<file path="config.mk">
export PLATFORM = sky130hd
export DESIGN_NAME = fp_classify_round_stage
export DESIGN_NICKNAME = d
export VERILOG_FILES = /design/src/rtl/fp_pkg.sv /design/src/rtl/fp_rounding_core.sv /design/src/rtl/fp_classify_round_stage.sv
export SDC_FILE = /design/constraint.sdc
export NUM_CORES = 1
export LEC_CHECK = 0
export BUFFER_PORTS_ARGS = -buffer_cell sky130_fd_sc_hd__buf_2
export CORE_MARGIN = 2
export CORE_UTILIZATION = 48
export DETAILED_ROUTE_END_ITERATION = 8
export PLACE_DENSITY = 0.92
export REMOVE_ABC_BUFFERS = 1
export SLEW_MARGIN = 20
export SYNTH_ARGS = -nofsm -noshare
export SYNTH_HDL_FRONTEND = slang
export SYNTH_SLANG_ARGS = --single-unit
</file>
<file path="constraint.sdc">
create_clock -name clk -period 4.19 [get_ports clk]
set_input_delay 0.2095 -clock clk [delete_from_list [all_inputs] [get_ports clk]]
set_output_delay 0.2095 -clock clk [all_outputs]
set_load 0.01 [all_outputs]
</file>
<file path="src/rtl/fp_pkg.sv">
// Shared types and helpers for the parametrizable floating-point datapath.
package fp_pkg;

  localparam int DefaultExponentWidth = 8;
  localparam int DefaultMantissaWidth = 23;
  localparam int FloatBitWidth        = DefaultExponentWidth + DefaultMantissaWidth + 1;

  typedef struct packed {
    logic infinite;
    logic zero;
    logic snan;
    logic qnan;
    logic subnormal;
  } fp_flags_t;

  // E4M3 has no infinity and a single NaN encoding, so it needs its own rules.
  function automatic bit is_e4m3(input int exponent_width, input int mantissa_width);
    return (exponent_width == 4) && (mantissa_width == 3);
  endfunction

  function automatic int float_bit_width(input int exponent_width, input int mantissa_width);
    return exponent_width + mantissa_width + 1;
  endfunction

endpackage

</file>
<file path="src/rtl/fp_rounding_core.sv">
// Combinational round-to-nearest-even / truncate increment with exponent
// carry and overflow saturation.
module fp_rounding_core
  import fp_pkg::*;
#(
  parameter int EXPONENT_WIDTH                = 8,
  parameter int MANTISSA_WIDTH                = 23,
  parameter int ROUNDING_BITS                 = MANTISSA_WIDTH + 1,
  parameter int ROUND_TO_NEAREST_TIES_TO_EVEN = 1
) (
  input  logic [EXPONENT_WIDTH-1:0] i_exponent,
  input  logic [MANTISSA_WIDTH-1:0] i_mantissa,
  input  logic [ROUNDING_BITS-1:0]  i_rounding_bits,
  output logic [EXPONENT_WIDTH-1:0] o_exponent,
  output logic [MANTISSA_WIDTH-1:0] o_mantissa,
  output logic                      o_overflow
);

  localparam int                        SumWidth = EXPONENT_WIDTH + MANTISSA_WIDTH + 1;
  localparam bit                        IsE4m3   = is_e4m3(EXPONENT_WIDTH, MANTISSA_WIDTH);
  localparam logic [EXPONENT_WIDTH-1:0] Emax     = '1;

  logic                w_round_bit;
  logic                w_sticky;
  logic                w_increment;
  logic [SumWidth-1:0] w_sum;

  assign w_round_bit = i_rounding_bits[ROUNDING_BITS-1];
  assign w_sticky    = |i_rounding_bits[ROUNDING_BITS-2:0];
  assign w_increment = (ROUND_TO_NEAREST_TIES_TO_EVEN != 0) && w_round_bit &&
                       (w_sticky || i_mantissa[0]);

  // Exponent and mantissa added as one word so a mantissa carry bumps the exponent.
  assign w_sum = {1'b0, i_exponent, i_mantissa} + SumWidth'(w_increment);

  // NOTE: every output gets a default first, so no path can infer a latch.
  always_comb begin
    o_exponent = i_exponent;
    o_mantissa = i_mantissa;
    o_overflow = 1'b0;
    if (IsE4m3) begin
      if (w_increment) begin
        // Landing on S.1111.111 (the NaN) or past it saturates to max normal.
        if (w_sum[SumWidth-1] || (&w_sum[SumWidth-2:0])) begin
          o_exponent = '1;
          o_mantissa = {{(MANTISSA_WIDTH-1){1'b1}}, 1'b0};
          o_overflow = 1'b1;
        end else begin
          {o_exponent, o_mantissa} = w_sum[SumWidth-2:0];
        end
      end
    end else if (w_increment && (i_exponent != Emax)) begin
      {o_exponent, o_mantissa} = w_sum[SumWidth-2:0];
      o_overflow = (w_sum[SumWidth-2:MANTISSA_WIDTH] == Emax);
    end
  end

endmodule

</file>
<file path="src/rtl/fp_classify_round_stage.sv">
// One-cycle registered stage: classifies operand a and rounds a pre-normalised
// exponent/mantissa pair. Optional inexact_flag output under FP_INEXACT_FLAG_EN.
module fp_classify_round_stage
  import fp_pkg::*;
#(
  parameter int EXPONENT_WIDTH                = DefaultExponentWidth,
  parameter int MANTISSA_WIDTH                = DefaultMantissaWidth,
  parameter int ROUND_TO_NEAREST_TIES_TO_EVEN = 1,
  parameter int IGNORE_SIGN_BIT_FOR_NAN       = 1,
  parameter int ROUNDING_BITS                 = MANTISSA_WIDTH + 1,
  localparam int FloatWidth = float_bit_width(EXPONENT_WIDTH, MANTISSA_WIDTH)
) (
  input  logic                      clk,
  input  logic                      rst,
  input  logic                      in_valid,
  input  logic [FloatWidth-1:0]     a,
  input  logic [EXPONENT_WIDTH-1:0] non_rounded_exponent,
  input  logic [MANTISSA_WIDTH-1:0] non_rounded_mantissa,
  input  logic [ROUNDING_BITS-1:0]  rounding_bits,
  output logic                      out_valid,
  output logic                      is_infinite,
  output logic                      is_zero,
  output logic                      is_signaling_nan,
  output logic                      is_quiet_nan,
  output logic                      is_subnormal,
  output logic [EXPONENT_WIDTH-1:0] rounded_exponent,
  output logic [MANTISSA_WIDTH-1:0] rounded_mantissa,
  output logic                      overflow_flag
`ifdef FP_INEXACT_FLAG_EN
  ,
  output logic                      inexact_flag
`endif
);

  localparam bit IsE4m3 = is_e4m3(EXPONENT_WIDTH, MANTISSA_WIDTH);

  logic                      w_sign;
  logic [EXPONENT_WIDTH-1:0] w_exp;
  logic [MANTISSA_WIDTH-1:0] w_man;
  logic                      w_exp_zero;
  logic                      w_exp_max;
  logic                      w_man_zero;
  logic                      w_nan_sign_ok;
  fp_flags_t                 w_flags;
  logic [EXPONENT_WIDTH-1:0] w_rounded_exponent;
  logic [MANTISSA_WIDTH-1:0] w_rounded_mantissa;
  logic                      w_overflow;

  assign {w_sign, w_exp, w_man} = a;
  assign w_exp_zero    = (w_exp == '0);
  assign w_exp_max     = &w_exp;
  assign w_man_zero    = (w_man == '0);
  assign w_nan_sign_ok = (IGNORE_SIGN_BIT_FOR_NAN != 0) || w_sign;

  always_comb begin
    w_flags           = '0;
    w_flags.zero      = w_exp_zero && w_man_zero;
    w_flags.subnormal = w_exp_zero && !w_man_zero;
    if (IsE4m3) begin
      w_flags.qnan = w_exp_max && (&w_man) && w_nan_sign_ok;
    end else begin
      w_flags.infinite = w_exp_max && w_man_zero;
      w_flags.qnan     = w_exp_max && w_man[MANTISSA_WIDTH-1] && w_nan_sign_ok;
      w_flags.snan     = w_exp_max && !w_man[MANTISSA_WIDTH-1] && !w_man_zero && w_nan_sign_ok;
    end
  end

  fp_rounding_core #(
    .EXPONENT_WIDTH               (EXPONENT_WIDTH),
    .MANTISSA_WIDTH               (MANTISSA_WIDTH),
    .ROUNDING_BITS                (ROUNDING_BITS),
    .ROUND_TO_NEAREST_TIES_TO_EVEN(ROUND_TO_NEAREST_TIES_TO_EVEN)
  ) u_rounding_core (
    .i_exponent     (non_rounded_exponent),
    .i_mantissa     (non_rounded_mantissa),
    .i_rounding_bits(rounding_bits),
    .o_exponent     (w_rounded_exponent),
    .o_mantissa     (w_rounded_mantissa),
    .o_overflow     (w_overflow)
  );

  logic                      r_out_valid;
  fp_flags_t                 r_flags;
  logic [EXPONENT_WIDTH-1:0] r_exponent;
  logic [MANTISSA_WIDTH-1:0] r_mantissa;
  logic                      r_overflow;
`ifdef FP_INEXACT_FLAG_EN
  logic                      r_inexact;
`endif

  // NOTE: sequential state uses non-blocking assignments so every register samples pre-edge values.
  always_ff @(posedge clk) begin
    if (rst) begin
      r_out_valid <= 1'b0;
      r_flags     <= '0;
      r_exponent  <= '0;
      r_mantissa  <= '0;
      r_overflow  <= 1'b0;
`ifdef FP_INEXACT_FLAG_EN
      r_inexact   <= 1'b0;
`endif
    end else begin
      r_out_valid <= in_valid;
      if (in_valid) begin
        r_flags    <= w_flags;
        r_exponent <= w_rounded_exponent;
        r_mantissa <= w_rounded_mantissa;
        r_overflow <= w_overflow;
`ifdef FP_INEXACT_FLAG_EN
        r_inexact  <= |rounding_bits;
`endif
      end
    end
  end

  assign out_valid        = r_out_valid;
  assign is_infinite      = r_flags.infinite;
  assign is_zero          = r_flags.zero;
  assign is_signaling_nan = r_flags.snan;
  assign is_quiet_nan     = r_flags.qnan;
  assign is_subnormal     = r_flags.subnormal;
  assign rounded_exponent = r_exponent;
  assign rounded_mantissa = r_mantissa;
  assign overflow_flag    = r_overflow;
`ifdef FP_INEXACT_FLAG_EN
  assign inexact_flag     = r_inexact;
`endif

endmodule

</file>
### Word level (Yosys, flattened, before mapping)

Cells that the tools add are included.

| word-level totals | value |
|---|---|
| register bits | 38 |
| bits of input ports | 90 |
| output and inout port bits | 38 |
| word-level logic and storage cells | 30 |

| operators by class | value |
|---|---|
| add/sub/neg operators | 1 |
| equal/unequal tests | 2 |
| muxes and demuxes | 3 |
| reductions and logical operators | 15 |

Operators with widths:

| cell | number |
|---|---|
| $add 31x1->31 | 1 |
| $logic_not 23->1 | 1 |
| $mux 23 | 1 |
| $reduce_or 23->1 | 1 |
| $eq 8x8->1 const B | 1 |
| $logic_and 1x1->1 | 8 |
| $logic_not 8->1 | 1 |
| $mux 8 | 1 |
| $ne 8x8->1 const B | 1 |
| $reduce_and 8->1 | 1 |
| $logic_not 1->1 | 2 |
| $logic_or 1x1->1 | 1 |
| $mux 1 | 1 |

### Depth between registers and ports, before layout

| logic depth | value |
|---|---|
| depth in word-level cells | 6 |
| depth in mapped cells | 7 |
| gate-level depth less buffers | 6 |

### Cells and area by module

Synthesis repeated with hierarchy kept, for this count alone.

| second synthesis, totals | value |
|---|---|
| cells, all modules | 261 |
| area total of the unflattened synthesis | 2,249.7 sq um |

By module, submodules not included:

| module | times used | cells an instance | area an instance (sq um) | sequential area each (sq um) |
|---|---|---|---|---|
| fp_classify_round_stage | 1 | 141 | 1,420.1 | 760.7 |
| fp_rounding_core | 1 | 120 | 829.5 | 0.0 |

### Least setup slack after synthesis

Ideal clock, no wire load.

| timing | value |
|---|---|
| path type | input -> register |
| start point | input port non_rounded_exponent[0] |
| end point | register r_exponent[3] (netlist: rounded_exponent[3]) |
| library setup time | 122 ps |
| arrival time | 1,800 ps |
| required time | 4,068 ps |
| setup slack | 2,268 ps |
| stages on the path | 7 |
| buffers on the path | 2 |
| cell sequence | clkbuf_1 nand4_1 o21ai_0 clkbuf_1 a21oi_1 and4_1 a221o_1 |

| between the ends | value |
|---|---|
| word-level cells in the longest chain between the ends | 3 |
| elaborated cells on any way between the ends | 4 |
| classes of those cells | 1 x add/sub; 1 x eq/ne; 1 x mux; 1 x reduce/logical |

Ends and longest elaborated chain:

| element | line | source |
|---|---|---|
| start: declaration | fp_classify_round_stage.sv:17 | `input logic [EXPONENT_WIDTH-1:0] non_rounded_exponent,` |
| branches (longest 2 deep; another with $add 31x1->31) | -- |  |
| $mux 8 (*) | fp_rounding_core.sv:52 | `end else if (w_increment && (i_exponent != Emax)) begin` |
| end signal: assignment | fp_classify_round_stage.sv:106 | `r_exponent <= w_rounded_exponent;` |
| end: declaration | fp_classify_round_stage.sv:84 | `logic [EXPONENT_WIDTH-1:0] r_exponent;` |

Mark *: on every way between the ends.
A chain may end at the register's enable or synchronous reset.

### Worst setup path in the final report

| timing | value |
|---|---|
| start point | input port rounding_bits[8] |
| end point | register r_exponent[3] (netlist: rounded_exponent[3]) |

| between the ends | value |
|---|---|
| word-level cells in the longest chain between the ends | 5 |
| elaborated cells on any way between the ends | 6 |
| classes of those cells | 1 x add/sub; 1 x mux; 4 x reduce/logical |

Ends and longest elaborated chain:

| element | line | source |
|---|---|---|
| start: declaration | fp_classify_round_stage.sv:19 | `input logic [ROUNDING_BITS-1:0] rounding_bits,` |
| $reduce_or 23->1 (*) | fp_rounding_core.sv:29 | `assign w_sticky = \|i_rounding_bits[ROUNDING_BITS-2:0];` |
| $logic_or 1x1->1 (*) | fp_rounding_core.sv:31 | `(w_sticky \|\| i_mantissa[0]);` |
| $logic_and 1x1->1 (*) | fp_rounding_core.sv:30 | `assign w_increment = (ROUND_TO_NEAREST_TIES_TO_EVEN != 0) && w_round_bit &&` |
| $add 31x1->31 or $logic_and 1x1->1 (tied branches) | fp_rounding_core.sv:34, fp_rounding_core.sv:52 |  |
| $mux 8 (*) | fp_rounding_core.sv:52 |  |

Every way passes the cells marked *; elsewhere a longest branch is shown, timed or not.

==> reports/qor.yml <==
grt_pass1_vias: 2519
clock_path_buffers: 2
avgSynthCellArea_um2: 7.797
hold_path_class: "input port to flop"
fin_util_pct: 66.27
r2r_slack_ps: 3370
fin_skew_ps: 0
rows: 25
final.min_clock_period_ps: 2061
die_w_um: 73.58
die_height_um: 73.58
nNetsFinal: 506
synth_top_area_share_pct: 32.74
area_growth_pct: 33.82
synth.distinct_cells: 46
fillers: 429
ir_drop_uv: 142.9
syn_area_um2: 2323
yosysTopAreaCell: "dfxtp_1"
critPathArrivalTime_ps: 2250
die_area_um2: 5413
wl_per_cell_um: 14.99
ant_nets: 0
drive_gt1_share_pct: 34.86
ctsHtreeMaxLevel: 2
cts_hold_buffers: 0
synthTopCellsByArea: "dfxtp_1, xnor2_1, a211oi_1"
clock_latency_ps: 290
worstPathMaxFanout: 9
grt_max_degree: 37
yosysMostFrequentCell: "dfxtp_1"
avgViaCountPerCell: 5.849
post-dp-hpwl_um: 5388
clkSlewWorstSetupHoldPaths_ps: 80
async_flop_share_pct: 0
outcome: "complete, no violations"
criticalPathCategory: "input port to flop"
numCtsBuffers: 5
first_pass_iters: 4
cts_tree: "built"
synth_ff_type: "dfxtp_1"
core_um2: 4692
yosysSeqAreaShare_pct: 32.74
fin_setup_tns_ps: 0
root_buffer: "clkbuf_8"
yosys_register_bits: 38
crit_path_end_kind: "flop"
num_vias: 2749
startpoint_type: "input port"
io_buffers: 126
grt_pass1_wl_um: 11220
grt-ovfl-total: 0
antenna_found_initial: 0
setup_violations: 0
ys_top_cells_by_count: "dfxtp_1, nor2_1, nand2_1, a211oi_1, xnor2_1"
hold_viol: 0
power_leakage_nw: 1.294
fin_crit_sh_pct: 49.19
slew_violations: 0
drt_first_iter_violations: 108
tightestPinTransition_ps: 665.1
num_io_pins: 128
max_clock_freq_mhz: 485.2
drc: 0
power.density_nw_per_um2: 305.5
cts_resized: 0
totalWireLength_um: 7043
slew_headroom_pct: 55.66
synth_edf_count: 0
cts_sinks: 38
antenna_cells: 0
cts_setup_buffers: 0
rsz0062_at_grt: "false"
critical_path_required_ps: 4380
place.gp.congestion: 0.8855
track_usage_pct: 26.24
yosys_warnings: 0
drv_cap: 0
initial_core_util_pct: 49.52
synthCells: 298
-- cell usage in the layout, fill, tap and decap left out, types with 8 or more instances in the layout --
| master | n |
|---|---|
| nand3_1 | 13 |
| nor2_1 | 31 |
| o21ai_0 | 12 |
| nor4_1 | 15 |
| dfxtp_1 | 38 |
| a311oi_1 | 10 |
| nor3_1 | 11 |
| nand4_1 | 10 |
| buf_2 | 126 |
| inv_1 | 8 |
| nand2_1 | 27 |
| xnor2_1 | 17 |
| a211oi_1 | 17 |
-- stage by stage --
step / instances / hold slack, ps / area (um^2) / setup slack [ps] / power, mW
2_1_floorplan: 280 / 278.6 / 2253 / 2240 / 0.4643
3_5_place_dp: 462 / 441.2 / 2967 / 1870 / 0.5688
3_3_place_gp: 462 / 429.4 / 2967 / 1898 / 0.5637
5_1_grt: 470 / 215.0 / 3109 / 1967 / 0.9884
4_1_cts: 470 / 180.3 / 3109 / 2170 / 0.9580
6_report: 470 / 177.0 / 3109 / 2129 / 0.9500
-- area by class of cell --
type	count	area, um^2	area share (%)
inverters	8	30.03	0.9658
clock buffers	6	82.58	2.656
well taps	54	67.56	2.173
flip-flops and latches	38	760.7	24.47
multi-input cells	234	1463	47.04
repair buffers	128	645.6	20.76
clock inverters	2	60.06	1.932
-- logic make-up (layout without fill, tap and decap cells) --
| group | Yosys count | count (layout) | synth area share (%) |
|---|---|---|---|
| and+or+nand+nor | 148 | 148 | 35.00 |
| AOI/OAI and AO/OA | 68 | 68 | 21.00 |
| DFF | 38 | 38 | 32.74 |
| buffers and inverters | 26 | 144 | 4.308 |
| xor gates and xnor gates | 17 | 17 | 6.408 |
| adders and majority gates | 1 | 1 | 0.5384 |
-- routing by layer --
| metal | track usage, % | vias up | routed length, um | share of wire, % |
|---|---|---|---|---|
| met1 | 31.79 | 1249 | 2915 | 41 |
| li1 | - | 1380 | - | - |
| met5 | 0 | - | 0 | 0 |
| met4 | 9.293 | 0 | 130 | 1.8 |
| met3 | 3.567 | 11 | 473 | 6.7 |
| met2 | 47.02 | 109 | 3523 | 50 |
-- state kept, by name (all words and copies together), names as in the netlist --
register,cells
is_signaling_nan,1
rounded_exponent,8
overflow_flag,1
is_infinite,1
is_subnormal,1
is_quiet_nan,1
is_zero,1
out_valid,1
rounded_mantissa,23
-- worst max-delay path, stage by stage --
cell     delay [ps]
buf_2            90
or4_1           500
nor2_1          510
a21oi_1         330
and4_1          280
a221o_1         310
-- where the power goes --
group / switching, mW / total (mW) / internal [mW]
Combinational: 0.0941 / 0.169 / 0.0747
Clock: 0.135 / 0.389 / 0.254
Sequential: 0.0103 / 0.392 / 0.382
Total: 0.239 / 0.950 / 0.711
-- final timing paths --
path,depth (start not counted),endpoint,startpoint
setup / recovery,6,rounded_exponent[3]$_SDFFE_PP0P_,rounding_bits[8]
hold / removal,3,is_quiet_nan$_SDFFE_PP0P_,a[22]
setup reg to reg,3,rounded_mantissa[20]$_SDFFE_PP0P_,rounded_mantissa[20]$_SDFFE_PP0P_
hold reg to reg,2,rounded_exponent[0]$_SDFFE_PP0P_,rounded_exponent[0]$_SDFFE_PP0P_
Power figures use the tool's default switching activity.
